File: src/rtl/input_conditioner.sv
// Button front end: sync + debounce nine raw buttons, detect presses, auto-repeat directions, one action pulse per cycle.
// Latency: uncontended press pulses DEBOUNCE_CYCLES+4 edges after the raw level is first sampled high; +1 per higher-priority contender.
// Backpressure: none downstream; simultaneous events queue as pending bits and drain one per cycle, repeats of a queued bit coalesce.
module input_conditioner #(
  parameter int DEBOUNCE_CYCLES = 1000000,
  parameter int REPEAT_DELAY    = 25000000,
  parameter int REPEAT_PERIOD   = 5000000,
  parameter bit ENABLE_REPEAT   = 1'b1
) (
  input  logic clk,
  input  logic reset,
  input  logic btn_left,
  input  logic btn_right,
  input  logic btn_up,
  input  logic btn_down,
  input  logic btn_rotate,
  input  logic btn_place,
  input  logic btn_sel1,
  input  logic btn_sel2,
  input  logic btn_sel3,
  output logic move_left,
  output logic move_right,
  output logic move_up,
  output logic move_down,
  output logic rotate_block,
  output logic place_block,
  output logic sel1,
  output logic sel2,
  output logic sel3,
  output logic pending_any
);

  // Bit index doubles as priority: bit 0 (place) wins, bit 8 (down) loses.
  localparam int NB     = 9;
  localparam int B_LEFT = 5;  // directions occupy bits 5..8
  localparam int DBW    = $clog2(DEBOUNCE_CYCLES);
  localparam logic [DBW-1:0] DB_LAST = DBW'(DEBOUNCE_CYCLES - 1);
  localparam int RMAX   = (REPEAT_DELAY > REPEAT_PERIOD) ? REPEAT_DELAY : REPEAT_PERIOD;
  localparam int HW     = $clog2(RMAX + 1);
  localparam logic [HW-1:0] DLY_V = HW'(REPEAT_DELAY);
  localparam logic [HW-1:0] PER_V = HW'(REPEAT_PERIOD);

  logic [NB-1:0] w_raw;
  logic [NB-1:0] r_sync1;
  logic [NB-1:0] r_sync2;
  logic [NB-1:0] w_deb;
  logic [NB-1:0] r_deb_d;
  logic [NB-1:0] w_press;
  logic [3:0]    w_rep;
  logic [NB-1:0] w_evt;
  logic [NB-1:0] w_grant;
  logic [NB-1:0] w_pend_nxt;
  logic [NB-1:0] r_pend;
  logic [NB-1:0] r_out;
  logic          r_pend_any;

  assign w_raw = {btn_down, btn_up, btn_right, btn_left,
                  btn_sel3, btn_sel2, btn_sel1, btn_rotate, btn_place};

  // Two-flop synchroniser for every raw button level.
  always_ff @(posedge clk or negedge reset) begin
    if (!reset) begin
      r_sync1 <= '0;
      r_sync2 <= '0;
    end else begin
      r_sync1 <= w_raw;
      r_sync2 <= r_sync1;
    end
  end

  for (genvar i = 0; i < NB; i++) begin : g_db
    logic [DBW-1:0] r_cnt;
    logic           r_state;

    // Flip the debounced state only after DEBOUNCE_CYCLES consecutive mismatches.
    always_ff @(posedge clk or negedge reset) begin
      if (!reset) begin
        r_cnt   <= '0;
        r_state <= 1'b0;
      end else if (r_sync2[i] == r_state) begin
        r_cnt <= '0;
      end else if (r_cnt == DB_LAST) begin
        r_cnt   <= '0;
        r_state <= r_sync2[i];
      end else begin
        r_cnt <= r_cnt + DBW'(1);
      end
    end

    assign w_deb[i] = r_state;
  end

  // Previous debounced state, used to find the 0->1 press edge.
  always_ff @(posedge clk or negedge reset) begin
    if (!reset) r_deb_d <= '0;
    else        r_deb_d <= w_deb;
  end

  assign w_press = w_deb & ~r_deb_d;

  for (genvar d = 0; d < 4; d++) begin : g_rep
    if (ENABLE_REPEAT) begin : g_on
      logic [HW-1:0] r_hold;
      logic          r_rpt;   // past the initial delay, now pacing by period
      logic [HW-1:0] w_tgt;

      assign w_tgt    = r_rpt ? PER_V : DLY_V;
      assign w_rep[d] = w_deb[B_LEFT+d] & ~w_press[B_LEFT+d] & (r_hold == w_tgt);

      // Hold counter restarts at 1 after each repeat so the next one lands a full period later.
      always_ff @(posedge clk or negedge reset) begin
        if (!reset) begin
          r_hold <= '0;
          r_rpt  <= 1'b0;
        end else if (!w_deb[B_LEFT+d] || w_press[B_LEFT+d]) begin
          r_hold <= '0;
          r_rpt  <= 1'b0;
        end else if (w_rep[d]) begin
          r_hold <= HW'(1);
          r_rpt  <= 1'b1;
        end else begin
          r_hold <= r_hold + HW'(1);
        end
      end
    end else begin : g_off
      assign w_rep[d] = 1'b0;
    end
  end

  assign w_evt = w_press | {w_rep, 5'b0_0000};

  // Lowest set bit is the highest-priority pending event.
  assign w_grant    = r_pend & (~r_pend + NB'(1));
  // A same-cycle event on the granted bit re-sets it, so it is issued again later.
  assign w_pend_nxt = (r_pend & ~w_grant) | w_evt;

  // Pending queue, registered action pulses and registered pending flag.
  always_ff @(posedge clk or negedge reset) begin
    if (!reset) begin
      r_pend     <= '0;
      r_out      <= '0;
      r_pend_any <= 1'b0;
    end else begin
      r_pend     <= w_pend_nxt;
      r_out      <= w_grant;
      r_pend_any <= |w_pend_nxt;
    end
  end

  assign place_block  = r_out[0];
  assign rotate_block = r_out[1];
  assign sel1         = r_out[2];
  assign sel2         = r_out[3];
  assign sel3         = r_out[4];
  assign move_left    = r_out[5];
  assign move_right   = r_out[6];
  assign move_up      = r_out[7];
  assign move_down    = r_out[8];
  assign pending_any  = r_pend_any;

endmodule
File: config.mk
export PLATFORM = sky130hd
export DESIGN_NAME = input_conditioner
export DESIGN_NICKNAME = d
export VERILOG_FILES = /design/src/rtl/input_conditioner.sv
export SDC_FILE = /design/constraint.sdc
export NUM_CORES = 1
export LEC_CHECK = 0
export CORE_ASPECT_RATIO = 1.1
export CORE_MARGIN = 2
export CORE_UTILIZATION = 35
export DETAILED_ROUTE_END_ITERATION = 8
export SYNTH_ARGS = -nofsm -noshare
export SYNTH_HDL_FRONTEND = slang
export SYNTH_SLANG_ARGS = --single-unit
File: constraint.sdc
create_clock -name clk -period 2.5 [get_ports clk]
set_input_delay 0.625 -clock clk [delete_from_list [all_inputs] [get_ports clk]]
set_output_delay 0.625 -clock clk [all_outputs]
set_load 0.05 [all_outputs]
### Word level (Yosys, flattened, before mapping)

Index checks and enable logic that the tools add are counted.

| cells by class | value |
|---|---|
| $add $sub $neg | 14 |
| equal/unequal tests | 22 |
| mux-type cells | 38 |
| bitwise gates (word level) | 29 |
| reductions and logical operators | 22 |

Operators with widths:

| operator | count |
|---|---|
| 20-bit 2-to-1 mux | 18 |
| 25-bit 2-to-1 mux | 12 |
| 20-bit by 1-bit adder with 20-bit output, second input constant | 9 |
| 20-bit == test, second input constant | 9 |
| 25-bit by 1-bit adder with 25-bit output, second input constant | 4 |
| 25-bit == test | 4 |
| 9-bit bitwise AND | 3 |
| 9-bit inverter | 3 |
| 9-bit OR | 2 |
| 2-bit AND reduction | 9 |
| 1-bit inverter | 13 |
| 9-bit by 1-bit adder with 9-bit output, second input constant | 1 |
| 1-bit == test | 9 |
| 9-bit OR reduction | 1 |
| 1-bit bitwise AND | 8 |
| 1-bit 2-to-1 mux | 8 |
| 2-bit nonzero test | 4 |
| 1-bit logical NOT | 4 |
| 1-bit logical OR | 4 |

| storage, ports and cells | value |
|---|---|
| register bits | 339 |
| input bits | 11 |
| output and inout port bits | 10 |
| logic and storage cells | 157 |

### Logic depth before layout (Yosys ltp)

| depth | value |
|---|---|
| depth in word-level cells | 8 |
| gate-level depth with buffers | 9 |
| gate-level depth less buffers | 7 |

### Least setup slack after synthesis

No wires, ideal clock.

| timing | value |
|---|---|
| path kind | register to register |
| start point | register g_rep[2].g_on.r_hold[13] |
| end point | register g_rep[2].g_on.r_hold[5] |
| setup time | 0.120 ns |
| data arrival time | 2.094 ns |
| data required time | 2.380 ns |
| slack | 0.286 ns |
| stages on the path, launching flop included | 8 |
| buffers on the path | 2 |
| clock period less this slack | 2.214 ns |
| path through | dfrtp_1 or4_1 or4_1 a211oi_2 or2_1 buf_6 buf_8 nor2_1 |

| between the ends | value |
|---|---|
| longest elaborated chain between the ends | 4 |

Ends and longest elaborated chain:

| item | line | RTL |
|---|---|---|
| start, declared | 103 | `logic [HW-1:0] r_hold;` |
| start signal, assigned | 122 | `r_hold <= r_hold + HW'(1);` |
| 25-bit == test | 108 | `assign w_rep[d] = w_deb[B_LEFT+d] & ~w_press[B_LEFT+d] & (r_hold == w_tgt);` |
| 1-bit bitwise AND | 108 |  |
| 25-bit 2-to-1 mux | 118 | `end else if (w_rep[d]) begin` |
| 25-bit 2-to-1 mux | 115 | `end else if (!w_deb[B_LEFT+d] \|\| w_press[B_LEFT+d]) begin` |

No other way between the ends.
A chain may end at the register's enable or synchronous reset.

### Worst setup path after layout

| timing | value |
|---|---|
| start point | register r_pend[2] |
| end point | register r_pend_any (netlist: pending_any) |

| between the ends | value |
|---|---|
| longest elaborated chain between the ends | 7 |

Ends and longest elaborated chain:

| item | line | RTL |
|---|---|---|
| start, declared | 53 | `logic [NB-1:0] r_pend;` |
| start signal, assigned | 144 | `r_pend <= w_pend_nxt;` |
| 9-bit inverter | 133 | `assign w_grant = r_pend & (~r_pend + NB'(1));` |
| 9-bit by 1-bit adder with 9-bit output | 133 |  |
| 9-bit bitwise AND | 133 |  |
| 9-bit inverter | 135 | `assign w_pend_nxt = (r_pend & ~w_grant) \| w_evt;` |
| 9-bit bitwise AND | 135 |  |
| 9-bit OR | 135 |  |
| via w_pend_nxt[8] | 52 | `logic [NB-1:0] w_pend_nxt;` |
| 9-bit OR reduction | 146 | `r_pend_any <= \|w_pend_nxt;` |
| end signal, assigned | 146 |  |
| end, declared | 55 | `logic r_pend_any;` |

The timed path passes the listed nets, and every way through them passes these cells.

==> key figures <==
Run status
  – Outcome: finished clean

STA
  – Max Slew Vio Count: 0
  – TNS Setup: 0 ns
  – Max Clk Rate: between 400 and 500 MHz
  – RSZ-0062 raised after global routing: no
  – Slew headroom: 0.566
  – Final Hold Fails: 0
  – Final setup violation count: 0
  – Tightest Pin Transition: about 0.65 ns
  – Final worst path period share: 0.941
  – Clock skew: ~0.022 ns
  – WHS: about 0.030 ns
  – Min Tclk post-route: roughly 2.4 ns

Power and ir drop
  – VDD IR max: roughly 0.35 mV
  – Power Dens Cells: roughly 640 nW/um2
  – Leak: about 7.4 nW

Clock tree
  – Clock Sinks: between 300 and 400
  – Htree depth: 2
  – Post-CTS setup buffer count: 0
  – Root buffer cell: clkbuf_16
  – CTS tree: done
  – Cts hold-fix bufs: 0
  – Clk pin slew, worst setup/hold paths: around 0.060 ns
  – Longest Clk Path Bufs: 3
  – TritonCTS Buffers: 37
  – Post-CTS resize count: 0
  – Worst skew pair latency: 0.54 ns

Global routing
  – Largest net degree at the start of global routing: between 50 and 60
  – Initial antenna violation count: 0
  – Vias in the first global route: between 10000 and 15000
  – First-pass GRT wire length: around 53000 um
  – GRT Total Usage: 0.133
  – Grt total ovfl: 0

Die
  – Total die area: ~47000 um2
  – Area of the core: 44500 um2
  – Die Width: slightly above 200 um
  – Standard-cell rows: 81
  – Io pins: 21
  – Chip Height: 227 um
  – Initial Util: 0.355

Worst setup path
  – CP startpoint kind: flip-flop
  – Worst path required time: a little under 3 ns
  – Worst EP arrival: 2.76 ns
  – Cell family with the largest share of critical-path delay: simple AND/OR/NAND/NOR gates
  – Max stage delay cell, worst path: or4_1
  – Critical setup path kind: reg2reg
  – Crit path cell chain: or4_1 > o31ai_1 > o21ai_0 > a31o_2 > or4b_1
  – Max incr delay on CP: around 0.67 ns
  – CP endpoint kind: flip-flop
  – CP Max Fanout: 8
  – Buf/Inv on CP: 0

Yosys
  – Net count after synthesis: approximately 1600
  – Post-synthesis cell count: 1593
  – Synth warn: 0
  – Synth Cell Area: between 15000 and 20000 um2
  – Avg Cell Area, Syn: just under 10 um2
  – Number of synthesized flops with an enable pin: 0
  – Top FF cell, synth: dfrtp_1
  – Sequential fraction of the synthesis area: 0.536
  – Async S/R FF share, synth: 1.00
  – Yosys cell types: 52
  – Synthesized flop and latch total: 339

Routing
  – WL/cell: roughly 13 um
  – Final ANT Viol Nets: 0
  – DRT Wirelength: slightly below 30000 um
  – Vias/cell: between 4 and 5
  – 1st-pass router iterations: 4
  – Vias post-DR: 10936
  – Drt initial violations: 576
  – Drt drc: 0

Final layout
  – Final std cells w/o fill: 2246
  – # nets final: about 1700
  – Layout cells sized above 1: 0.0607
  – Most common cell after layout, fill and taps aside: dfrtp_1
  – ANT cells: 0
  – Most frequent cells in the layout: 339 x dfrtp_1, 335 x nor2_1, 155 x xnor2_1
  – Synth-to-layout area growth: 14.3%

Job
  – MaxCap Viol Count: 0

Place
  – PortBufs: 20
  – Cells after DPL: between 2000 and 2500
  – HPWL Detailed: 19700 um
  – Routability-driven placement congestion ratio: approximately 0.82

Min path
  – Worst min path class: in2async
[final cells by class]
type,instances,area [um2]
clock inverters,13,203
clock buffers,51,1050
flip-flops and latches,339,8480
repair buffers,45,455
multi-input cells,1157,6940
fillers,4267,26400
inverters,60,225
well taps,581,727
[synthesized netlist by cell type, drive strengths merged, types with 7 or more instances]
library cell	instances	area share
a21oi	8	0.0025
and2	14	0.0055
and3	46	0.018
and4	26	0.014
clkbuf	31	0.0074
dfrtp	339	0.54
ha	17	0.013
inv	60	0.014
nand2	93	0.022
nand3	105	0.033
nand4	50	0.020
nor2	335	0.080
nor2b	8	0.0032
nor3	64	0.020
nor4	31	0.012
nor4b	9	0.0050
nor4bb	12	0.0076
o21ai	13	0.0041
or2	9	0.0036
or3	7	0.0028
or4	8	0.0038
xnor2	155	0.086
xor2	105	0.058
[final timing paths]
check,from,end,slack (ns),depth (start not counted)
max,r_pend[2],pending_any,0.15,5
min in group clk,r_sync1[6],r_sync2[6],0.35,0
min reg2reg,r_sync1[6],r_sync2[6],0.35,0
max reg2reg,r_pend[2],pending_any,0.15,5
min,reset,g_rep[3].g_on.r_hold[17],0.03,1
max in group asynchronous,reset,g_db[1].r_cnt[13],1.78,2
[registers in the layout, summed over array words and instances, names as in the netlist, 4 cells and up]
| register | count |
|---|---|
| r_out | 9 |
| g_db.r_cnt | 180 |
| g_rep.g_on.r_rpt | 4 |
| r_deb_d | 9 |
| g_db.r_state | 9 |
| r_sync1 | 9 |
| g_rep.g_on.r_hold | 100 |
| r_sync2 | 9 |
| r_pend | 9 |
[kinds of logic after synthesis]
logic type	share of synthesized area
buffers and inverters	0.0250
AND/OR/NAND/NOR	0.260
adder cells (fa/ha/maj)	0.0135
multiplexers	0.00427
flip-flops	0.536
XOR/XNOR	0.144
AO/OA/AOI/OAI	0.0164
[layer usage]
layer | track usage | part of all wire | vias to the layer above
met5 | 0 | 0 | -
met1 | 0.187 | 0.50 | 5341
li1 | - | - | 5453
met2 | 0.211 | 0.45 | 99
met4 | 0.0385 | 0.022 | 0
met3 | 0.0236 | 0.029 | 43
[metrics by stage]
stage | power [mW] | setup WS (ns) | cell area, um2 | util
global route | 11.9 | 0.000487 | 18100 | 0.406
global placement | 5.96 | 0.195 | 16800 | 0.378
floorplan | 5.78 | 0.286 | 15800 | -
CTS | 11.7 | 0.122 | 18100 | 0.406
finish | 11.5 | 0.148 | 18100 | 0.406
detailed placement | 5.96 | 0.178 | 16800 | 0.378
[worst register-to-register path, delay by kind of cell (launching register included)]
kind / cells / cell delay, ns
compound gates: 3 / 0.69
simple gates: 2 / 1.13
flops: 1 / 0.40
[power breakdown]
part | internal, mW | total (mW) | switching (mW)
Sequential | 5.54 | 5.58 | 0.0435
Clock | 3.45 | 5.64 | 2.19
Combinational | 0.0795 | 0.270 | 0.191
Power figures use the tool's default switching activity.
